<file path="config.mk">
export PLATFORM = sky130hd
export DESIGN_NAME = validador_senhas_param
export DESIGN_NICKNAME = d
export VERILOG_FILES = /design/src/rtl/fechadura_pkg.sv /design/src/rtl/temporizador_ms.sv /design/src/rtl/validador_senhas_param.sv
export SDC_FILE = /design/constraint.sdc
export NUM_CORES = 1
export LEC_CHECK = 0
export ABC_AREA = 1
export CAP_MARGIN = 25
export CORE_MARGIN = 1.5
export CORE_UTILIZATION = 45
export CTS_BUF_LIST = sky130_fd_sc_hd__clkbuf_4 sky130_fd_sc_hd__clkbuf_8 sky130_fd_sc_hd__clkbuf_16
export DETAILED_ROUTE_END_ITERATION = 8
export PLACE_DENSITY = 0.7
export SLEW_MARGIN = 20
export SYNTH_ARGS = -nofsm -noshare
export SYNTH_HDL_FRONTEND = slang
export SYNTH_SLANG_ARGS = --single-unit
</file>
<file path="constraint.sdc">
create_clock -name clk -period 10.05 [get_ports clk]
set_input_delay 1.005 -clock clk [delete_from_list [all_inputs] [get_ports clk]]
set_output_delay 1.005 -clock clk [all_outputs]
set_load 0.05 [all_outputs]
</file>
<file path="src/rtl/fechadura_pkg.sv">
// fechadura_pkg -- shared types for the lock's password datapath.
//   senhaPac_t : keypad packet, 20 BCD digits, digits[0] = newest key
//   senha_t    : stored password, [0] = first digit, 0xF padded
//   estado_t   : validator FSM states
//   senha_len / senha_confere : slot length and suffix-match helpers
package fechadura_pkg;

    localparam int PAC_DIG   = 20;
    localparam int SENHA_DIG = 19;

    localparam logic [3:0] DIG_STAR  = 4'hA;
    localparam logic [3:0] DIG_HASH  = 4'hB;
    localparam logic [3:0] DIG_TMO   = 4'hE;
    localparam logic [3:0] DIG_VAZIO = 4'hF;

    typedef struct packed {
        logic [PAC_DIG-1:0][3:0] digits;
    } senhaPac_t;

    typedef logic [SENHA_DIG-1:0][3:0] senha_t;

    typedef enum logic [1:0] {
        IDLE,
        COMPARA,
        RESULT,
        BLOQUEIO
    } estado_t;

    // Number of leading non-empty digits; a gap ends the password.
    function automatic logic [4:0] senha_len(senha_t s);
        logic [4:0] n;
        logic       run;
        n   = '0;
        run = 1'b1;
        for (int i = 0; i < SENHA_DIG; i++) begin
            if (run && s[i] != DIG_VAZIO) n = n + 5'd1;
            else                          run = 1'b0;
        end
        return n;
    endfunction

    // The last L keys before '#' (digits[L..1]) must spell the slot in
    // order; older keys are don't-care. Out-of-range lengths never match.
    function automatic logic senha_confere(senhaPac_t p, senha_t s,
                                           int min_dig, int max_dig);
        logic [4:0] len;
        logic [4:0] pos;
        logic       ok;
        len = senha_len(s);
        ok  = (int'(len) >= min_dig) && (int'(len) <= max_dig);
        for (int k = 0; k < SENHA_DIG; k++) begin
            pos = len - 5'(k);
            if (k < int'(len) && p.digits[pos] != s[k]) ok = 1'b0;
        end
        return ok;
    endfunction

endpackage

</file>
<file path="src/rtl/temporizador_ms.sv">
// temporizador_ms -- loadable millisecond down-counter.
//   clk, rst  : clock, synchronous active-high reset
//   load      : load valor_ms (loading 0 stops the timer at once)
//   valor_ms  : duration in milliseconds
//   ativo     : high while the count is non-zero
// With CLK_HZ = 1000 every cycle is one tick, so ativo stays high for
// exactly valor_ms cycles after the load edge.
module temporizador_ms #(
    parameter int CLK_HZ = 1000,
    parameter int W      = 32
) (
    input  logic         clk,
    input  logic         rst,
    input  logic         load,
    input  logic [W-1:0] valor_ms,
    output logic         ativo
);

    localparam int PRE = (CLK_HZ / 1000 > 0) ? CLK_HZ / 1000 : 1;
    localparam int PW  = (PRE > 1) ? $clog2(PRE) : 1;

    logic [W-1:0]  cnt;
    logic [PW-1:0] pre;

    always_ff @(posedge clk) begin
        if (rst) begin
            cnt <= '0;
            pre <= '0;
        end else if (load) begin
            cnt <= valor_ms;
            pre <= '0;
        end else if (cnt != '0) begin
            if (pre == PW'(PRE - 1)) begin
                pre <= '0;
                cnt <= cnt - W'(1);
            end else begin
                pre <= pre + PW'(1);
            end
        end
    end

    assign ativo = (cnt != '0);

endmodule

</file>
<file path="src/rtl/validador_senhas_param.sv">
// validador_senhas_param -- keypad password validator with escalating lockout.
//   clk, rst       : clock, synchronous active-high reset
//   digitos_value  : keypad packet (0xF empty, 0xA '*', 0xB '#', all-0xE timeout)
//   digitos_valid  : packet strobe
//   cfg_senhas     : stored passwords, loaded on cfg_valid
//   cfg_mestre     : master password (only with MASTER_SENHA_EN)
//   busy           : comparison running
//   abrir / falha  : one-cycle result pulses; idx_match valid with abrir
//   tentativas     : consecutive failures
//   bloqueado      : lockout running
//   bip            : buzzer pulse
// Build option: define MASTER_SENHA_EN to add the master code, checked one
// cycle after the last slot and honoured even during lockout.
module validador_senhas_param
    import fechadura_pkg::*;
#(
    parameter int CLK_HZ       = 1000,
    parameter int NUM_SENHAS   = 4,
    parameter int MIN_DIG      = 4,
    parameter int MAX_DIG      = 12,
    parameter int MAX_TENT     = 3,
    parameter int BLOQ_S       = 30,
    parameter int BLOQ_MAX_EXP = 3,
    parameter int BIP_MS       = 200,
    localparam int IDX_W  = (NUM_SENHAS > 1) ? $clog2(NUM_SENHAS) : 1,
    localparam int TENT_W = $clog2(MAX_TENT + 1)
) (
    input  logic                          clk,
    input  logic                          rst,
    input  senhaPac_t                     digitos_value,
    input  logic                          digitos_valid,
    input  senha_t [NUM_SENHAS-1:0]       cfg_senhas,
`ifdef MASTER_SENHA_EN
    input  senha_t                        cfg_mestre,
`endif
    input  logic                          cfg_valid,
    output logic                          busy,
    output logic                          abrir,
    output logic                          falha,
    output logic [IDX_W-1:0]              idx_match,
    output logic [TENT_W-1:0]             tentativas,
    output logic                          bloqueado,
    output logic                          bip
);

    localparam int EXP_W = (BLOQ_MAX_EXP > 0) ? $clog2(BLOQ_MAX_EXP + 1) : 1;
    localparam int K_W   = $clog2(NUM_SENHAS + 1);
    localparam int TW    = 32;
`ifdef MASTER_SENHA_EN
    localparam int LAST_K = NUM_SENHAS;      // extra cycle for the master code
`else
    localparam int LAST_K = NUM_SENHAS - 1;
`endif

    estado_t                   estado, estado_n;
    senha_t [NUM_SENHAS-1:0]   slots;
    senhaPac_t                 pac_q;
    logic [K_W-1:0]            k;
    logic                      hit;
    logic [IDX_W-1:0]          hit_idx;
    logic [TENT_W-1:0]         tent;
    logic [EXP_W-1:0]          expo;
    logic                      em_bloq;      // compare launched from lockout
    senha_t                    slot_sel;
    logic                      slot_hit;
    logic                      mestre_hit;
    logic                      pac_ok, pac_tmo, pac_hash;
    logic                      bip_load, lock_load;
    logic [TW-1:0]             lock_val;
`ifdef MASTER_SENHA_EN
    senha_t                    mestre_q;
`endif

    // cfg_valid wins over a packet in the same cycle
    assign pac_ok   = digitos_valid && !cfg_valid;
    assign pac_tmo  = (digitos_value.digits == {PAC_DIG{DIG_TMO}});
    assign pac_hash = (digitos_value.digits[0] == DIG_HASH);

    // One comparator shared across slots; k past the last slot selects an
    // all-empty password, which can never match.
    always_comb begin
        slot_sel = '1;
        for (int i = 0; i < NUM_SENHAS; i++)
            if (k == K_W'(i)) slot_sel = slots[i];
    end

    assign slot_hit = !em_bloq && senha_confere(pac_q, slot_sel, MIN_DIG, MAX_DIG);
`ifdef MASTER_SENHA_EN
    assign mestre_hit = (k == K_W'(NUM_SENHAS))
                     && senha_confere(pac_q, mestre_q, MIN_DIG, MAX_DIG);
`else
    assign mestre_hit = 1'b0;
`endif

    always_ff @(posedge clk) begin
        if (rst) estado <= IDLE;
        else     estado <= estado_n;
    end

    always_comb begin
        estado_n  = estado;
        bip_load  = 1'b0;
        lock_load = 1'b0;
        lock_val  = '0;
        case (estado)
            IDLE: begin
                if (pac_ok) begin
                    if (pac_tmo)       bip_load = 1'b1;
                    else if (pac_hash) estado_n = COMPARA;
                end
            end
            COMPARA: begin
                if (cfg_valid)                estado_n = em_bloq ? BLOQUEIO : IDLE;
                else if (k == K_W'(LAST_K))   estado_n = RESULT;
            end
            RESULT: begin
                if (hit) begin
                    estado_n = IDLE;
                    if (em_bloq) lock_load = 1'b1;   // master code ends lockout
                end else if (em_bloq) begin
                    estado_n = BLOQUEIO;
                end else begin
                    bip_load = 1'b1;
                    if (tent == TENT_W'(MAX_TENT - 1)) begin
                        estado_n  = BLOQUEIO;
                        lock_load = 1'b1;
                        lock_val  = TW'(BLOQ_S * 1000) << expo;
                    end else begin
                        estado_n = IDLE;
                    end
                end
            end
            BLOQUEIO: begin
                if (!bloqueado) begin
                    estado_n = IDLE;
                end else if (pac_ok) begin
                    bip_load = 1'b1;
`ifdef MASTER_SENHA_EN
                    if (pac_hash) estado_n = COMPARA;
`endif
                end
            end
            default: estado_n = IDLE;
        endcase
    end

    always_ff @(posedge clk) begin
        if (rst) begin
            slots   <= '1;
            pac_q   <= '1;
            k       <= '0;
            hit     <= 1'b0;
            hit_idx <= '0;
            tent    <= '0;
            expo    <= '0;
            em_bloq <= 1'b0;
`ifdef MASTER_SENHA_EN
            mestre_q <= '1;
`endif
        end else begin
            if (cfg_valid) begin
                slots <= cfg_senhas;
`ifdef MASTER_SENHA_EN
                mestre_q <= cfg_mestre;
`endif
            end
            case (estado)
                IDLE: begin
                    if (estado_n == COMPARA) begin
                        pac_q   <= digitos_value;
                        k       <= '0;
                        hit     <= 1'b0;
                        hit_idx <= '0;
                        em_bloq <= 1'b0;
                    end
                end
                COMPARA: begin
                    k <= k + K_W'(1);
                    // first hit sticks, so the lowest slot wins
                    if (!hit && slot_hit) begin
                        hit     <= 1'b1;
                        hit_idx <= k[IDX_W-1:0];
                    end else if (!hit && mestre_hit) begin
                        hit     <= 1'b1;
                        hit_idx <= '1;
                    end
                end
                RESULT: begin
                    if (hit) begin
                        tent <= '0;
                        expo <= '0;
                    end else if (!em_bloq) begin
                        tent <= tent + TENT_W'(1);
                        if (estado_n == BLOQUEIO && expo != EXP_W'(BLOQ_MAX_EXP))
                            expo <= expo + EXP_W'(1);
                    end
                end
                BLOQUEIO: begin
                    if (!bloqueado) begin
                        tent <= '0;
`ifdef MASTER_SENHA_EN
                    end else if (estado_n == COMPARA) begin
                        pac_q   <= digitos_value;
                        k       <= '0;
                        hit     <= 1'b0;
                        hit_idx <= '0;
                        em_bloq <= 1'b1;
`endif
                    end
                end
                default: ;
            endcase
        end
    end

    assign busy       = (estado == COMPARA);
    assign abrir      = (estado == RESULT) && hit;
    assign falha      = (estado == RESULT) && !hit && !em_bloq;
    assign idx_match  = abrir ? hit_idx : '0;
    assign tentativas = tent;

    temporizador_ms #(.CLK_HZ(CLK_HZ), .W(TW)) u_bip (
        .clk      (clk),
        .rst      (rst),
        .load     (bip_load),
        .valor_ms (TW'(BIP_MS)),
        .ativo    (bip)
    );

    temporizador_ms #(.CLK_HZ(CLK_HZ), .W(TW)) u_bloq (
        .clk      (clk),
        .rst      (rst),
        .load     (lock_load),
        .valor_ms (lock_val),
        .ativo    (bloqueado)
    );

endmodule
</file>
==> results.toml <==
[critical_path]
required_ps = 10500
cp-start-kind = "flop"
crit_slowest_cell = "dfxtp_4"
worst-setup-path-type = "reg -> reg"
r2r_start = "k[1]"
arrival_ps = 10000
r2r_slack_ps = 500
cp-end-kind = "flop"
r2r_cells = 78
path_max_fanout = 8
cpMostUsedCell = "nand2_1"
r2r-end = "hit_idx[0]"
cpPeakStageDelay_ps = 380

[yosys]
avgSynthCellArea_um2 = 6.077
synth_area_mm2 = 0.02899
synth-seq-cells = 460
synth_flop_cell = "dfxtp_1"
synth.most_common_cell = "nand2_1"
synthCells = 4771
ys_top_cells_by_area = "dfxtp_1 32%, nand2_1 21%, nand3_1 11%"
ys_types = 65
ys_seq_area_share_pct = 31.76
synth_top_cell_area_share_pct = 31.76
yosys.area.top_type = "dfxtp_1"
synth-async-reset-ratio_pct = 0
synth_nets = 5212
synth_edf_count = 0
synth.yosys.warnings = 0
synthTopCellsByCount = "1655 x nand2_1, 619 x nand3_1, 478 x inv_1"

[global_route]
grt_antenna_before_repair = 9
grt_pass1_wl_mm = 166.4
grt_pass1_vias = 30230
grt_max_degree = 103
grt.total_usage_pct = 31.69
grt_overflow = 0

[placement]
numPortBuffers = 396
hpwl_mm = 82.79
place_congestion = 1.043
place_inst = 6036

[floorplanning]
io_pins = 397
num_rows = 92
initial_utilization_pct = 45.71
core_mm2 = 0.06343
die-area_mm2 = 0.06596
die_width_um = 256.8
die_y_um = 256.8

[status]
status = "completed"

[clock_network]
max-clock-path-buffers = 3
cts_max_level = 2
cts_hold_buf = 0
numCtsBuffers = 50
cts_tree = "built"
cts.sinks = 460
clkTransAtPathRegs_ps = 60
worstSkewPairLatency_ps = 610
clockRootBuffer = "clkbuf_16"

[sta]
drv_slew = 0
tns_ps = 0
fin_crit_sh_pct = 95.04
setup_viol = 0
slew_headroom_pct = 29.47
hold_viol_final = 0
clock.fmax_ghz = 0.1047
tightestPinTransition_ps = 1058
fin_crit_ps = 9552
finClkSkew_ps = 37.15

[detailed_routing]
postRouteAntennaNets = 0
drt_wl_total_mm = 110.3
initialDrtViolationCount = 3537
vias_per_cell = 5.413
drtPass1Iterations = 9
vias = 33360
wl_per_cell_um = 17.89
drc = 0

[worst_hold_path]
hold_depth = 2
worstHoldStart = "slots[98]"
min_to = "slots[98]"
hp-class = "reg -> reg"

[final_layout]
fin_cells = 6163
post_route_cells_drive_above_1_share_pct = 13.86
nFillCells = 6031
area.growth.synth_to_final_pct = 32.25
fin_nets = 5713
utilization_pct = 60.46

[job]
drv_cap = 0
==> what timing repair did <==
item	4_1_cts	5_1_grt
setup endpoints to repair	3	3
buffers inserted	5	11
cloned	2	12
gates resized for setup	82	256
pin swaps	14	86
==> how the worst max path moves through the flow <==
stage | cells after the start | slack [ps] | endpoint | startpoint
after floorplan | 81 | 330 | hit_idx[0] | k[2]
after global placement | 79 | -170 | hit_idx[0] | k[1]
after detailed placement | 77 | -390 | hit_idx[1] | k[1]
after CTS | 78 | 4 | hit_idx[1] | k[0]
after global routing | 78 | -100 | hit_idx[0] | k[1]
final | 78 | 500 | hit_idx[0] | k[1]
==> cell usage in the layout, fill, tap and decap left out, drive strengths merged, types with 25 or more instances in the layout <==
| cell | n |
|---|---|
| nand4 | 42 |
| and2 | 29 |
| a21oi | 199 |
| buf | 300 |
| o22ai | 47 |
| ha | 53 |
| clkinv | 25 |
| o211ai | 37 |
| clkbuf | 75 |
| inv | 512 |
| nor2 | 252 |
| nand3b | 32 |
| clkdlybuf4s50 | 394 |
| nand2 | 1694 |
| o21ai | 355 |
| nand3 | 640 |
| dfxtp | 460 |
| nor3 | 27 |
==> kinds of logic after synthesis <==
kind of cell	share of synthesized area, %
xor gates and xnor gates	1.234
DFF	31.76
adders and majority gates	2.287
buffers and inverters	10.90
AOI/OAI and AO/OA	12.77
and+or+nand+nor	41.04
==> per-layer routing <==
metal / vias to the layer above / track usage (%) / share of wire (%)
met3: 304 / 3.954 / 7.7
li1: 16410 / - / -
met4: 2 / 13.61 / 4.8
met1: 15310 / 41.22 / 41
met2: 1337 / 52.65 / 46
met5: - / 0 / 0.012
==> worst max-delay path, delay by kind of cell (launching register included) <==
family	cells	cell delay, ps
AOI/OAI and AO/OA	6	710
adders and majority gates	13	3420
buffers and inverters	18	1450
DFF	1	380
and+or+nand+nor	41	3410
==> sequential cells by signal (all words and copies together), names as in the netlist <==
name and count:
hit 1, estado 2, expo 2, hit_idx 2, tentativas 2, u_bip.cnt 32, pac_q 80, k 3
slots 304, u_bloq.cnt 32
==> stage by stage <==
step | area (µm²) | hold slack (ps) | worst slack [ps]
global route | 38340 | 474.4 | -103.1
CTS | 37120 | 452.6 | 3.745
detailed placement | 35070 | 436.7 | -391.4
global placement | 35070 | 431.7 | -169.4
floorplan | 28990 | 420.0 | 328.6
finish | 38340 | 450.1 | 498.2
==> cell type report <==
class	count	area (µm²)	area share [%]
sequential	460	9216	24.04
antenna	8	20.02	0.05221
inverter	520	2012	5.247
timing repair inverter	1	5.005	0.01305
tap	846	1059	2.761
multi-input combinational	3537	17640	45.99
clock inverter	22	284.0	0.7407
timing repair buffer	702	6654	17.35
clock buffer	67	1459	3.805
Power is not shown: default switching activity piles up to over one toggle a cycle in this logic, so the estimate is an artifact.
